## config.mk

```make
export PLATFORM = sky130hd
export DESIGN_NAME = uart_tx_arb_flat
export DESIGN_NICKNAME = d
export VERILOG_FILES = /design/src/rtl/uart_pkg.sv /design/src/rtl/uart_tx_arb_if.sv /design/src/rtl/uart_tx_arb_rr_arbiter.sv /design/src/rtl/uart_tx_arb.sv /design/src/flat_wrapper.sv
export SDC_FILE = /design/constraint.sdc
export NUM_CORES = 1
export LEC_CHECK = 0
export ABC_AREA = 1
export CAP_MARGIN = 20
export CORE_MARGIN = 4
export CORE_UTILIZATION = 53
export DETAILED_ROUTE_END_ITERATION = 8
export PLACE_DENSITY = 0.84
export REMOVE_ABC_BUFFERS = 1
export SYNTH_ARGS = -nofsm -noshare
export SYNTH_HDL_FRONTEND = slang
export SYNTH_SLANG_ARGS = --single-unit
```

## constraint.sdc

```tcl
create_clock -name clk -period 2.9 [get_ports clk]
set_clock_uncertainty 0.15 [all_clocks]
set_input_delay 0.29 -clock clk [delete_from_list [all_inputs] [get_ports clk]]
set_output_delay 0.29 -clock clk [all_outputs]
set_load 0.02 [all_outputs]
```

## src/rtl/uart_pkg.sv

```systemverilog
// Shared types and constants for the arbitrated UART transmitter.
// State encoding, frame-level bit values and width helpers.
package uart_pkg;

  localparam logic [2:0] ST_IDLE  = 3'd0;
  localparam logic [2:0] ST_SYNC  = 3'd1;
  localparam logic [2:0] ST_START = 3'd2;
  localparam logic [2:0] ST_DATA  = 3'd3;
  localparam logic [2:0] ST_STOP  = 3'd4;

  typedef enum logic [2:0] {
    IDLE  = ST_IDLE,
    SYNC  = ST_SYNC,
    START = ST_START,
    DATA  = ST_DATA,
    STOP  = ST_STOP
  } state_e;

  localparam int DATA_BITS_DEF = 8;

  localparam logic START_BIT = 1'b0;
  localparam logic STOP_BIT  = 1'b1;

  // Index width that never collapses to zero bits.
  function automatic int id_width(input int n);
    return (n > 1) ? $clog2(n) : 1;
  endfunction

endpackage

```

## src/rtl/uart_tx_arb_if.sv

```systemverilog
// Requester-side bundle of the shared UART transmitter.
// master drives requests and bit ticks, slave is the transmitter.
interface uart_tx_arb_if
  import uart_pkg::*;
#(
    parameter int NUM_REQ   = 2,
    parameter int DATA_BITS = DATA_BITS_DEF
);

  localparam int IDW = id_width(NUM_REQ);

  logic                          baud_tick;
  logic [NUM_REQ-1:0]            req;
  logic [NUM_REQ*DATA_BITS-1:0]  req_data;
  logic [NUM_REQ-1:0]            ack;
  logic                          tx;
  logic                          busy;
  logic [IDW-1:0]                owner;
  logic                          done;

  modport master (
    output baud_tick,
    output req,
    output req_data,
    input  ack,
    input  tx,
    input  busy,
    input  owner,
    input  done
  );

  modport slave (
    input  baud_tick,
    input  req,
    input  req_data,
    output ack,
    output tx,
    output busy,
    output owner,
    output done
  );

endinterface

```

## src/rtl/uart_tx_arb_rr_arbiter.sv

```systemverilog
// Combinational rotating-priority arbiter.
// ptr names the requester with highest priority this round.
module rr_arbiter
  import uart_pkg::*;
#(
    parameter int NUM_REQ = 2,
    parameter int IDW     = 1
) (
    input  logic [NUM_REQ-1:0] req,
    input  logic [IDW-1:0]     ptr,
    output logic [NUM_REQ-1:0] gnt,
    output logic [IDW-1:0]     gnt_idx,
    output logic               gnt_vld
);

  always_comb begin
    logic [IDW-1:0] j;
    j       = '0;
    gnt     = '0;
    gnt_idx = '0;
    gnt_vld = 1'b0;
    for (int k = 0; k < NUM_REQ; k++) begin
      j = IDW'((int'(ptr) + k) % NUM_REQ);
      if (!gnt_vld && req[j]) begin
        gnt_vld = 1'b1;
        gnt[j]  = 1'b1;
        gnt_idx = j;
      end
    end
  end

endmodule

```

## src/rtl/uart_tx_arb.sv

```systemverilog
// Round-robin shared 8N1 UART transmitter.
// Grants one requester, captures its byte and serialises it on baud ticks.
module uart_tx_arb
  import uart_pkg::*;
#(
    parameter int NUM_REQ   = 2,
    parameter int DATA_BITS = DATA_BITS_DEF
) (
    input logic         clk,
    input logic         reset_n,
    uart_tx_arb_if.slave bus
);

  localparam int IDW = id_width(NUM_REQ);
  localparam int CW  = id_width(DATA_BITS);

  localparam logic [CW-1:0]  LAST_BIT = CW'(DATA_BITS - 1);
  localparam logic [IDW-1:0] LAST_ID  = IDW'(NUM_REQ - 1);

  state_e state_q;
  state_e state_d;

  logic tx_q;
  logic tx_d;
  logic busy_q;
  logic busy_d;
  logic done_q;
  logic done_d;
  logic fresh_q;
  logic fresh_d;

  logic [NUM_REQ-1:0]   ack_q;
  logic [NUM_REQ-1:0]   ack_d;
  logic [IDW-1:0]       owner_q;
  logic [IDW-1:0]       owner_d;
  logic [DATA_BITS-1:0] shift_q;
  logic [DATA_BITS-1:0] shift_d;
  logic [CW-1:0]        cnt_q;
  logic [CW-1:0]        cnt_d;

  logic [IDW-1:0]       prio;
  logic [NUM_REQ-1:0]   gnt;
  logic [IDW-1:0]       gnt_idx;
  logic                 gnt_vld;
  logic [DATA_BITS-1:0] sel;

  // Until the first grant after reset, requester 0 has top priority.
  always_comb begin
    prio = '0;
    if (!fresh_q && owner_q != LAST_ID) begin
      prio = owner_q + 1'b1;
    end
  end

  rr_arbiter #(
    .NUM_REQ (NUM_REQ),
    .IDW     (IDW)
  ) u_arb (
    .req     (bus.req),
    .ptr     (prio),
    .gnt     (gnt),
    .gnt_idx (gnt_idx),
    .gnt_vld (gnt_vld)
  );

  always_comb begin
    sel = '0;
    for (int i = 0; i < NUM_REQ; i++) begin
      if (gnt[i]) begin
        sel = bus.req_data[i*DATA_BITS +: DATA_BITS];
      end
    end
  end

  always_comb begin
    state_d = state_q;
    tx_d    = tx_q;
    busy_d  = busy_q;
    done_d  = 1'b0;
    ack_d   = '0;
    owner_d = owner_q;
    shift_d = shift_q;
    cnt_d   = cnt_q;
    fresh_d = fresh_q;
    unique case (state_q)
      IDLE: begin
        tx_d = STOP_BIT;
        if (gnt_vld) begin
          ack_d   = gnt;
          owner_d = gnt_idx;
          shift_d = sel;
          busy_d  = 1'b1;
          fresh_d = 1'b0;
          state_d = SYNC;
        end
      end
      SYNC: begin
        if (bus.baud_tick) begin
          tx_d    = START_BIT;
          state_d = START;
        end
      end
      START: begin
        if (bus.baud_tick) begin
          tx_d    = shift_q[0];
          shift_d = shift_q >> 1;
          cnt_d   = '0;
          state_d = DATA;
        end
      end
      DATA: begin
        if (bus.baud_tick) begin
          if (cnt_q == LAST_BIT) begin
            tx_d    = STOP_BIT;
            state_d = STOP;
          end else begin
            tx_d    = shift_q[0];
            shift_d = shift_q >> 1;
            cnt_d   = cnt_q + 1'b1;
          end
        end
      end
      STOP: begin
        if (bus.baud_tick) begin
          done_d  = 1'b1;
          busy_d  = 1'b0;
          state_d = IDLE;
        end
      end
      default: begin
        state_d = IDLE;
      end
    endcase
  end

  always_ff @(posedge clk or negedge reset_n) begin
    if (!reset_n) begin
      state_q <= IDLE;
      tx_q    <= STOP_BIT;
      busy_q  <= 1'b0;
      done_q  <= 1'b0;
      fresh_q <= 1'b1;
      ack_q   <= '0;
      owner_q <= '0;
      shift_q <= '0;
      cnt_q   <= '0;
    end else begin
      state_q <= state_d;
      tx_q    <= tx_d;
      busy_q  <= busy_d;
      done_q  <= done_d;
      fresh_q <= fresh_d;
      ack_q   <= ack_d;
      owner_q <= owner_d;
      shift_q <= shift_d;
      cnt_q   <= cnt_d;
    end
  end

  assign bus.tx    = tx_q;
  assign bus.busy  = busy_q;
  assign bus.done  = done_q;
  assign bus.ack   = ack_q;
  assign bus.owner = owner_q;

endmodule

```

## src/flat_wrapper.sv

```systemverilog
// flat-port wrapper written by rule: the top's interface ports become plain ports
module uart_tx_arb_flat import uart_pkg::*;
#(
    parameter int NUM_REQ   = 2,
    parameter int DATA_BITS = DATA_BITS_DEF
)
  (clk, reset_n, bus_baud_tick, bus_req, bus_req_data, bus_ack, bus_tx, bus_busy, bus_owner, bus_done);
  uart_tx_arb_if #(.NUM_REQ(NUM_REQ), .DATA_BITS(DATA_BITS)) bus_i ();
  input logic clk;
  input logic reset_n;
  input wire logic [$bits(bus_i.baud_tick)-1:0] bus_baud_tick;
  input wire logic [$bits(bus_i.req)-1:0] bus_req;
  input wire logic [$bits(bus_i.req_data)-1:0] bus_req_data;
  output wire logic [$bits(bus_i.ack)-1:0] bus_ack;
  output wire logic [$bits(bus_i.tx)-1:0] bus_tx;
  output wire logic [$bits(bus_i.busy)-1:0] bus_busy;
  output wire logic [$bits(bus_i.owner)-1:0] bus_owner;
  output wire logic [$bits(bus_i.done)-1:0] bus_done;
  assign bus_i.baud_tick = bus_baud_tick;
  assign bus_i.req = bus_req;
  assign bus_i.req_data = bus_req_data;
  assign bus_ack = bus_i.ack;
  assign bus_tx = bus_i.tx;
  assign bus_busy = bus_i.busy;
  assign bus_owner = bus_i.owner;
  assign bus_done = bus_i.done;
  uart_tx_arb #(.NUM_REQ(NUM_REQ), .DATA_BITS(DATA_BITS)) u_core (.clk(clk), .reset_n(reset_n), .bus(bus_i));
endmodule
```

==> impl_metrics.ini <==
[synth]
synth_cells = 156
ys_types = 22
yosysSeqAreaShare = 0.447
synthDominantCellAreaShare = 0.402
yosys-top-cells-area = dfrtp_1, nand2_1, nand3_1
synth-seq-cells = 21
synth_top_area_cell = dfrtp_1
yosys_warnings = 0
syn_area_um2 = 1180
avgSynthCellArea_um2 = 7.58

[finish]
finalNetCount = 206
final_cell_area_um2 = 1470
final_layout_size_suffix_gt1_frac = 0.143
insertedDiodeCount = 0
area_delta_synth_final_pct = 24.6
finalNonFillerCells = 209

[detailed_routing]
avgRoutedWirePerCell_um = 12.4
drtAntennaViolNets = 0
drc = 0
drt_pass1_iterations = 4
wl_mm = 2.60
vias = 1072
vias_per_cell = 5.13
drtIter0Drc = 43

[sta]
slew-limit-headroom = 0.379
tightest_slew_ps = 928
fmax_mhz = 530
rsz0062_at_grt = no
timing.final.crit_share = 0.651
whs_ps = 330
tns_ps = 0
min_period_ps = 1890
hold_viol_final = 0
setup_viol_count_final = 0
drv_slew = 0

[placed_design]
post_dp_cell_area_um2 = 1440
dp_hpwl_mm = 2.03
io_buffer_count = 26
gp_congestion = 0.925
dp.cells = 205

[worst_setup_path]
path_buf_inv = 1
path_class = flip-flop to output pin
path_cells = clkdlybuf4s50_1
critPathLaunchType = flip-flop
required_ps = 2460
crit_arrival_ps = 1450
critPathMaxStageDelay_ps = 590
cp_max_fo = 2
cp_slowest_cell = clkdlybuf4s50_1
cp_top_family = buffers and inverters
worstSetupEndpointType = output pin

[clock_network]
h-tree-depth = 1
post_cts_buffers = 0
cts_tree = built
clk_pin_slew_ps = 130
cts-resized-gates = 0
cts_root_buf = clkbuf_4
cts_buffers = 3
cts_max_path_buffers = 2
hold_buffers = 0
cts_sinks = 21
worstSkewPairLatency_ps = 310

[die]
die_height_um = 55.2
rows = 16
die_area_um2 = 3050
core_area_um2 = 2040
die_w_um = 55.2
io_pins = 27
start_util = 0.579

[grt]
overflow = 0
grt_pass1_wl_mm = 4.64
antenna_found_initial = 0
grt_pass1_vias = 1001
grt_max_degree = 22
grt_usage = 0.187

[run_status]
outcome = completed

[flow_run]
max_cap_viol_count = 0

[pwr]
ir_worst_vdd_mv = 0.432
powerDensity_nw_per_um2 = 830
p_leak_nw = 0.731

[worst_hold_path]
hold_path.class = input pin to asynchronous set/reset pin
layer usage:
metal,GRT usage,vias up,wire [um]
met5,0,-,0
met1,0.271,480,1200
met4,0.0417,0,23
met2,0.292,32,1230
li1,-,556,-
met3,0.0303,4,149
cell type report:
cell class,instances,area (um2)
multi-input cells,118,572
fillers,174,569
flip-flops and latches,21,528
repair buffers,26,260
inverters,13,48.8
well taps,27,33.8
clock buffers,3,22.5
clock inverters,1,7.51
state kept, by name, summed over array words and instances, names as in the netlist:
| name | count |
|---|---|
| u_core.shift_q | 8 |
| u_core.cnt_q | 3 |
| u_core.state_q | 3 |
| u_core.bus.ack | 2 |
| u_core.bus.busy | 1 |
| u_core.bus.done | 1 |
| u_core.bus.owner | 1 |
| u_core.bus.tx | 1 |
| u_core.fresh_q | 1 |
cell families (layout without fill, tap and decap cells):
logic type,after synthesis,count (layout),share of synthesized area
AO/OA/AOI/OAI,10,10,0.0476
adder cells (fa/ha/maj),2,2,0.0212
buffers and inverters,17,43,0.0698
flip-flops,21,21,0.447
AND/OR/NAND/NOR,106,106,0.415
final timing paths:
kind                                  from  depth (start not counted)           endpoint  slack, ps
max in group asynchronous          reset_n                          1  u_core.shift_q[2]       1700
min reg2reg                 u_core.fresh_q                          2     u_core.fresh_q        330
min                                reset_n                          1  u_core.state_q[0]        330
max reg2reg                u_core.cnt_q[0]                          7  u_core.shift_q[2]       1160
max                          u_core.bus.tx                          1             bus_tx       1010
min in group clk            u_core.fresh_q                          2     u_core.fresh_q        330
where the power goes:
part           leakage [nW]  internal, mW  switching [mW]
Combinational         0.455         0.234           0.370
Sequential            0.262         0.400          0.0707
Clock                0.0139        0.0525          0.0947
cells in the final DEF, fill, tap and decap left out, types with 3 or more instances in the layout:
cell	n
clkbuf_4	3
clkdlybuf4s50_1	26
dfrtp_1	19
inv_1	7
inv_2	6
nand2_1	53
nand3_1	28
nand4_1	4
nor2_1	7
nor2_2	4
o21ai_0	3
o21ai_1	4
or2_2	4
cell usage after synthesis:
cell type / count
a21oi_1: 1
buf_4: 3
buf_6: 1
dfrtp_1: 19
dfstp_2: 2
ha_1: 2
inv_1: 7
inv_2: 6
nand2_1: 53
nand2_2: 2
nand3_1: 28
nand3_2: 2
nand4_1: 4
nor2_1: 7
nor2_2: 4
nor2_4: 1
o21ai_0: 3
o21ai_1: 4
o21ai_2: 1
o31ai_1: 1
or2_1: 1
or2_2: 4
stage by stage:
stage	worst slack (ps)	power (mW)	util
after floorplan	1360	0.896	-
after global placement	960	1.05	0.706
after detailed placement	894	1.08	0.706
after CTS	1000	1.23	0.721
after global routing	947	1.34	0.721
final	1010	1.22	0.721
Note: power is estimated with default switching activity, not from simulation.
